[config.mk]
export PLATFORM = sky130hd
export DESIGN_NAME = button_debounce
export DESIGN_NICKNAME = d
export VERILOG_FILES = /design/src/rtl/button_debounce.sv
export SDC_FILE = /design/constraint.sdc
export NUM_CORES = 1
export LEC_CHECK = 0
export ABC_AREA = 1
export CAP_MARGIN = 20
export CORE_MARGIN = 2
export CORE_UTILIZATION = 45
export DETAILED_ROUTE_END_ITERATION = 8
export SLEW_MARGIN = 20
export SYNTH_ARGS = -nofsm -noshare
export SYNTH_HDL_FRONTEND = slang
export SYNTH_SLANG_ARGS = --single-unit
[constraint.sdc]
create_clock -name clk_in -period 1.65 [get_ports clk_in]
set_input_delay 0.2475 -clock clk_in [delete_from_list [all_inputs] [get_ports clk_in]]
set_output_delay 0.2475 -clock clk_in [all_outputs]
set_load 0.005 [all_outputs]
[src/rtl/button_debounce.sv]
// ---------------------------------------------------------------------------
// button_debounce
//   Turns one raw mechanical push-button into a clean debounced level plus
//   single-cycle press / release / auto-repeat event pulses, all aligned to
//   clk_in. Chain: 2-flop synchroniser -> counter-based debounce FSM ->
//   hold-to-repeat generator.
//
// Parameters
//   DEBOUNCE_CYCLES  consecutive stable cycles to accept a press/release (>=2)
//   REPEAT_DELAY     HELD cycles before the first auto-repeat pulse     (>=1)
//   REPEAT_PERIOD    HELD cycles between subsequent repeat pulses       (>=1)
//
// Ports
//   clk_in             system clock, rising edge
//   resetn_in          asynchronous active-low reset
//   btn_in             raw asynchronous button, active-high
//   repeat_en_in       enables auto-repeat while held (synchronous)
//   level_out          debounced button level
//   press_pulse_out    one-cycle pulse on accepted press
//   release_pulse_out  one-cycle pulse on accepted release
//   repeat_pulse_out   one-cycle pulse per auto-repeat tick
// ---------------------------------------------------------------------------
module button_debounce #(
    parameter int unsigned DEBOUNCE_CYCLES = 1000000,
    parameter int unsigned REPEAT_DELAY    = 50000000,
    parameter int unsigned REPEAT_PERIOD   = 10000000
) (
    input  logic clk_in,
    input  logic resetn_in,
    input  logic btn_in,
    input  logic repeat_en_in,
    output logic level_out,
    output logic press_pulse_out,
    output logic release_pulse_out,
    output logic repeat_pulse_out
);

    localparam int unsigned DW   = $clog2(DEBOUNCE_CYCLES);
    localparam int unsigned RMAX = (REPEAT_DELAY > REPEAT_PERIOD) ? REPEAT_DELAY : REPEAT_PERIOD;
    // Guard the degenerate REPEAT_DELAY = REPEAT_PERIOD = 1 case, where
    // $clog2 would give a zero-width counter.
    localparam int unsigned RW   = (RMAX > 1) ? $clog2(RMAX) : 1;

    localparam logic [DW-1:0] DC_LAST = DW'(DEBOUNCE_CYCLES - 1);
    localparam logic [RW-1:0] RD_LAST = RW'(REPEAT_DELAY - 1);
    localparam logic [RW-1:0] RP_LAST = RW'(REPEAT_PERIOD - 1);

    typedef enum logic [1:0] {
        IDLE        = 2'd0,
        PRESS_CHK   = 2'd1,
        HELD        = 2'd2,
        RELEASE_CHK = 2'd3
    } state_e;

    // -----------------------------------------------------------------------
    // Two-stage synchroniser
    // -----------------------------------------------------------------------
    logic s1_q, s2_q;
    logic btn_sync;

    always_ff @(posedge clk_in or negedge resetn_in) begin
        if (!resetn_in) begin
            s1_q <= 1'b0;
            s2_q <= 1'b0;
        end else begin
            s1_q <= btn_in;
            s2_q <= s1_q;
        end
    end

    assign btn_sync = s2_q;

    // -----------------------------------------------------------------------
    // Debounce FSM + repeat generator, all outputs registered
    // -----------------------------------------------------------------------
    state_e        state_q;
    logic [DW-1:0] dcnt_q;
    logic [RW-1:0] rcnt_q;
    logic          first_done_q;
    logic          level_q;
    logic          press_q;
    logic          release_q;
    logic          repeat_q;

    logic [DW-1:0] dcnt_inc;
    logic [RW-1:0] rcnt_inc;

    assign dcnt_inc = dcnt_q + 1'b1;
    assign rcnt_inc = rcnt_q + 1'b1;

    always_ff @(posedge clk_in or negedge resetn_in) begin
        if (!resetn_in) begin
            state_q      <= IDLE;
            dcnt_q       <= '0;
            rcnt_q       <= '0;
            first_done_q <= 1'b0;
            level_q      <= 1'b0;
            press_q      <= 1'b0;
            release_q    <= 1'b0;
            repeat_q     <= 1'b0;
        end else begin
            // Pulses are single-cycle unless re-asserted below.
            press_q   <= 1'b0;
            release_q <= 1'b0;
            repeat_q  <= 1'b0;

            case (state_q)
                IDLE: begin
                    if (btn_sync) begin
                        state_q <= PRESS_CHK;
                        dcnt_q  <= '0;
                    end
                end

                PRESS_CHK: begin
                    if (!btn_sync) begin
                        // Bounce: drop back silently.
                        state_q <= IDLE;
                        dcnt_q  <= '0;
                    end else if (dcnt_q == DC_LAST) begin
                        state_q      <= HELD;
                        press_q      <= 1'b1;
                        level_q      <= 1'b1;
                        rcnt_q       <= '0;
                        first_done_q <= 1'b0;
                    end else begin
                        dcnt_q <= dcnt_inc;
                    end
                end

                HELD: begin
                    if (!btn_sync) begin
                        // rcnt is left untouched so a rejected glitch resumes
                        // the repeat cadence where it stopped.
                        state_q <= RELEASE_CHK;
                        dcnt_q  <= '0;
                    end else if (!repeat_en_in) begin
                        rcnt_q       <= '0;
                        first_done_q <= 1'b0;
                    end else if (!first_done_q && (rcnt_q == RD_LAST)) begin
                        repeat_q     <= 1'b1;
                        rcnt_q       <= '0;
                        first_done_q <= 1'b1;
                    end else if (first_done_q && (rcnt_q == RP_LAST)) begin
                        repeat_q <= 1'b1;
                        rcnt_q   <= '0;
                    end else begin
                        rcnt_q <= rcnt_inc;
                    end
                end

                RELEASE_CHK: begin
                    if (btn_sync) begin
                        state_q <= HELD;
                    end else if (dcnt_q == DC_LAST) begin
                        state_q   <= IDLE;
                        release_q <= 1'b1;
                        level_q   <= 1'b0;
                        dcnt_q    <= '0;
                    end else begin
                        dcnt_q <= dcnt_inc;
                    end
                end

                default: begin
                    state_q <= IDLE;
                    dcnt_q  <= '0;
                end
            endcase
        end
    end

    assign level_out         = level_q;
    assign press_pulse_out   = press_q;
    assign release_pulse_out = release_q;
    assign repeat_pulse_out  = repeat_q;

endmodule

==> impl_metrics.toml <==
[min_path]
hp-start = "btn_in"
min_to = "s1_q"
min_path_type = "input pin to register"
hold_path_depth = 1

[sta]
skew_ps = 8.923
setup_viol = 17
setup_ws_ps = -57.58
finalHoldViolCount = 0
slew_headroom = 0.6657
period_needed_ps = 1708
worst_pin_slew_ps = 501.5
fin_crit_sh = 1.035
whs_ps = 367.7
fmax_mhz = 585.6
rsz0062_at_grt = "yes"
slew_viol_final = 0

[synthesis]
synth_top_flop_cell = "dfrtp_1"
synth_top_family_by_area = "simple AND/OR/NAND/NOR gates"
syn_avg_cell_area_sq_um = 6.503
yosys-top-cells-area = "dfrtp_1 (38%), nand2_1 (18%), nor2_1 (9.7%), nand3_1 (7.9%), inv_1 (6.8%)"
synthAdderAreaFrac = 0.01036
synth_nets = 564
synthArstFlopShare = 1.000
synth_top_area_cell = "dfrtp_1"
synth_edf_count = 0
ys_types = 34
synth.most_common_cell = "nand2_1"
synth_area_sq_um = 3622
synth_seq_cells = 55
synth-xor-area-share = 0.02176
synth_cells = 557
synthSimpleGateAreaFrac = 0.4449
synth_mux_area_frac = 0
yosys_warnings = 0
synth_common_cells = "nand2_1 (178), nor2_1 (94), inv_1 (66)"
synth_compound_area_frac = 0.05009
ys_seq_area_frac = 0.3800
synth_top_area_frac = 0.3800

[grt]
grt_usage = 0.2431
overflow = 0
grt_antenna_before_repair = 0
grt_pass1_wl_microns = 17030
grt_max_degree = 22
grt_pass1_vias = 3682

[cts]
clock_latency_ps = 310
clockBufferDepth = 2
clock_sinks = 55
htreeDepth = 2
cts_buffers = 5
cts_tree = "built"
clkTransAtPathRegs_ps = 100
cts-root-buf = "clkbuf_8"

[drt]
drt-total-wl_microns = 10870
vias = 3951
wire_per_inst_microns = 14.30
drc_errors = 0
dr.pass1.iters = 4
routed_via_density = 5.199
drt_iter0_drc = 172
drtAntennaViolNets = 0

[cells_and_area]
final_area_sq_um = 5164
final_util = 0.6648
layout.nets = 664
register_area_sq_um = 1383
nFillCells = 701
insertedDiodeCount = 0
drive_gt1_frac = 0.3267
stdcell_count = 760
multi_input_area_sq_um = 2376
areaGrowthSynthToFinish_pct = 42.56

[placement]
globalplace.congestion = 0.9138
port_buffers = 7
hpwl_microns = 7410
place_inst = 727
placed_cell_area_sq_um = 4335

[power_and_ir_drop]
power.total_mw = 4.250
p_leak_nw = 2.451
ir_drop_v = 0.0005109
powerDensity_nw_per_um2 = 823.1

[floorplan]
start_util = 0.4663
io-pin-count = 8
die_h_microns = 93.72
dieArea_sq_um = 8783
die_w_microns = 93.72
std_cell_rows = 32
coreArea_sq_um = 7767

[worst_setup_path]
r2r_end = "rcnt_q[14]"
cp_max_fo = 3
critPathRequiredTime_ps = 1860
arrival_ps = 1920
rr_worst_depth = 9
critPathCaptureType = "register"
startpoint_type = "register"
reg2reg_from = "rcnt_q[0]"
crit_type = "register to register"
reg2reg_slack_ps = -60

[status]
violations = "negative setup slack"
outcome = "finished, violations left"

[run]
cap_violations = 0
==> logic make-up (layout without fill, tap and decap cells) <==
group                    count (synthesis)  in the layout
AO/OA/AOI/OAI                           33             33
XOR/XNOR                                 9              9
adder cells (fa/ha/maj)                  3              3
buffers and inverters                   81            181
flip-flops                              55             55
AND/OR/NAND/NOR                        376            377
==> worst max-delay path, stage by stage, from the launching register on <==
cell	delay, ps
dfrtp_1	370
buf_4	110
buf_4	120
ha_4	140
nand3_4	100
buf_4	150
nor4_1	230
nand2_1	150
nor2_1	180
nor2_2	60
==> final cells by class <==
class	count	area share
well taps	102	0.02472
repair buffers	102	0.1774
inverters	71	0.05355
clock inverters	2	0.002423
clock buffers	6	0.01405
multi-input cells	422	0.4601
flip-flops and latches	55	0.2677
==> through the flow <==
step                      TNS [ps]  setup WS (ps)
after floorplan                  0          23.55
after global placement       -1972         -106.8
after detailed placement     -3205         -131.6
after CTS                   -433.5         -44.85
after global routing         -3389         -158.0
final                       -684.0         -57.58
==> sequential cells by signal, summed over array words and instances, names as in the netlist, named ones only <==
name and count:
btn_sync 1, state_q 1, s1_q 1, first_done_q 1, dcnt_q 20, level_out 1
rcnt_q 26, release_pulse_out 1, press_pulse_out 1, repeat_pulse_out 1
==> repair_timing <==
action | CTS | global route
setup buffers | 10 | 12
hold buffers | 1 | 0
gates cloned | 1 | 3
pin swaps | 12 | 29
hold endpoints to repair | 19 | 0
gates resized for setup | 42 | 101
endpoints found under the setup margin | 45 | 48
==> worst max-delay path by stage <==
stage,from,end,slack (ps),cells after the start
floorplan,rcnt_q[0],rcnt_q[3],20,13
detailed placement,rcnt_q[0],rcnt_q[23],-130,13
global route,rcnt_q[1],rcnt_q[18],-160,13
finish,rcnt_q[0],rcnt_q[14],-60,9
CTS,rcnt_q[0],rcnt_q[15],-40,13
global placement,rcnt_q[0],rcnt_q[16],-110,13
==> report_power, final <==
| group | internal, mW | switching (mW) | total, mW |
|---|---|---|---|
| Sequential | 1.48 | 0.141 | 1.62 |
| Clock | 0.298 | 0.459 | 0.758 |
| Combinational | 0.786 | 1.08 | 1.87 |
==> per-layer routing <==
metal / up-vias / wire (microns) / track usage
met5: - / 0 / 0
met4: 0 / 337 / 0.09420
met2: 71 / 5861 / 0.4381
li1: 1979 / - / -
met1: 1874 / 4378 / 0.2913
met3: 27 / 294 / 0.03371
==> cell usage in the layout, fill, tap and decap left out, types with 14 or more instances in the layout <==
| cell | count |
|---|---|
| buf_4 | 80 |
| nor2_2 | 23 |
| nand3_1 | 45 |
| nor2_1 | 63 |
| nand2_1 | 142 |
| nand4_1 | 20 |
| inv_1 | 59 |
| nand2_4 | 14 |
| dfrtp_1 | 50 |
| nand2_2 | 25 |
Power figures use the tool's default switching activity.
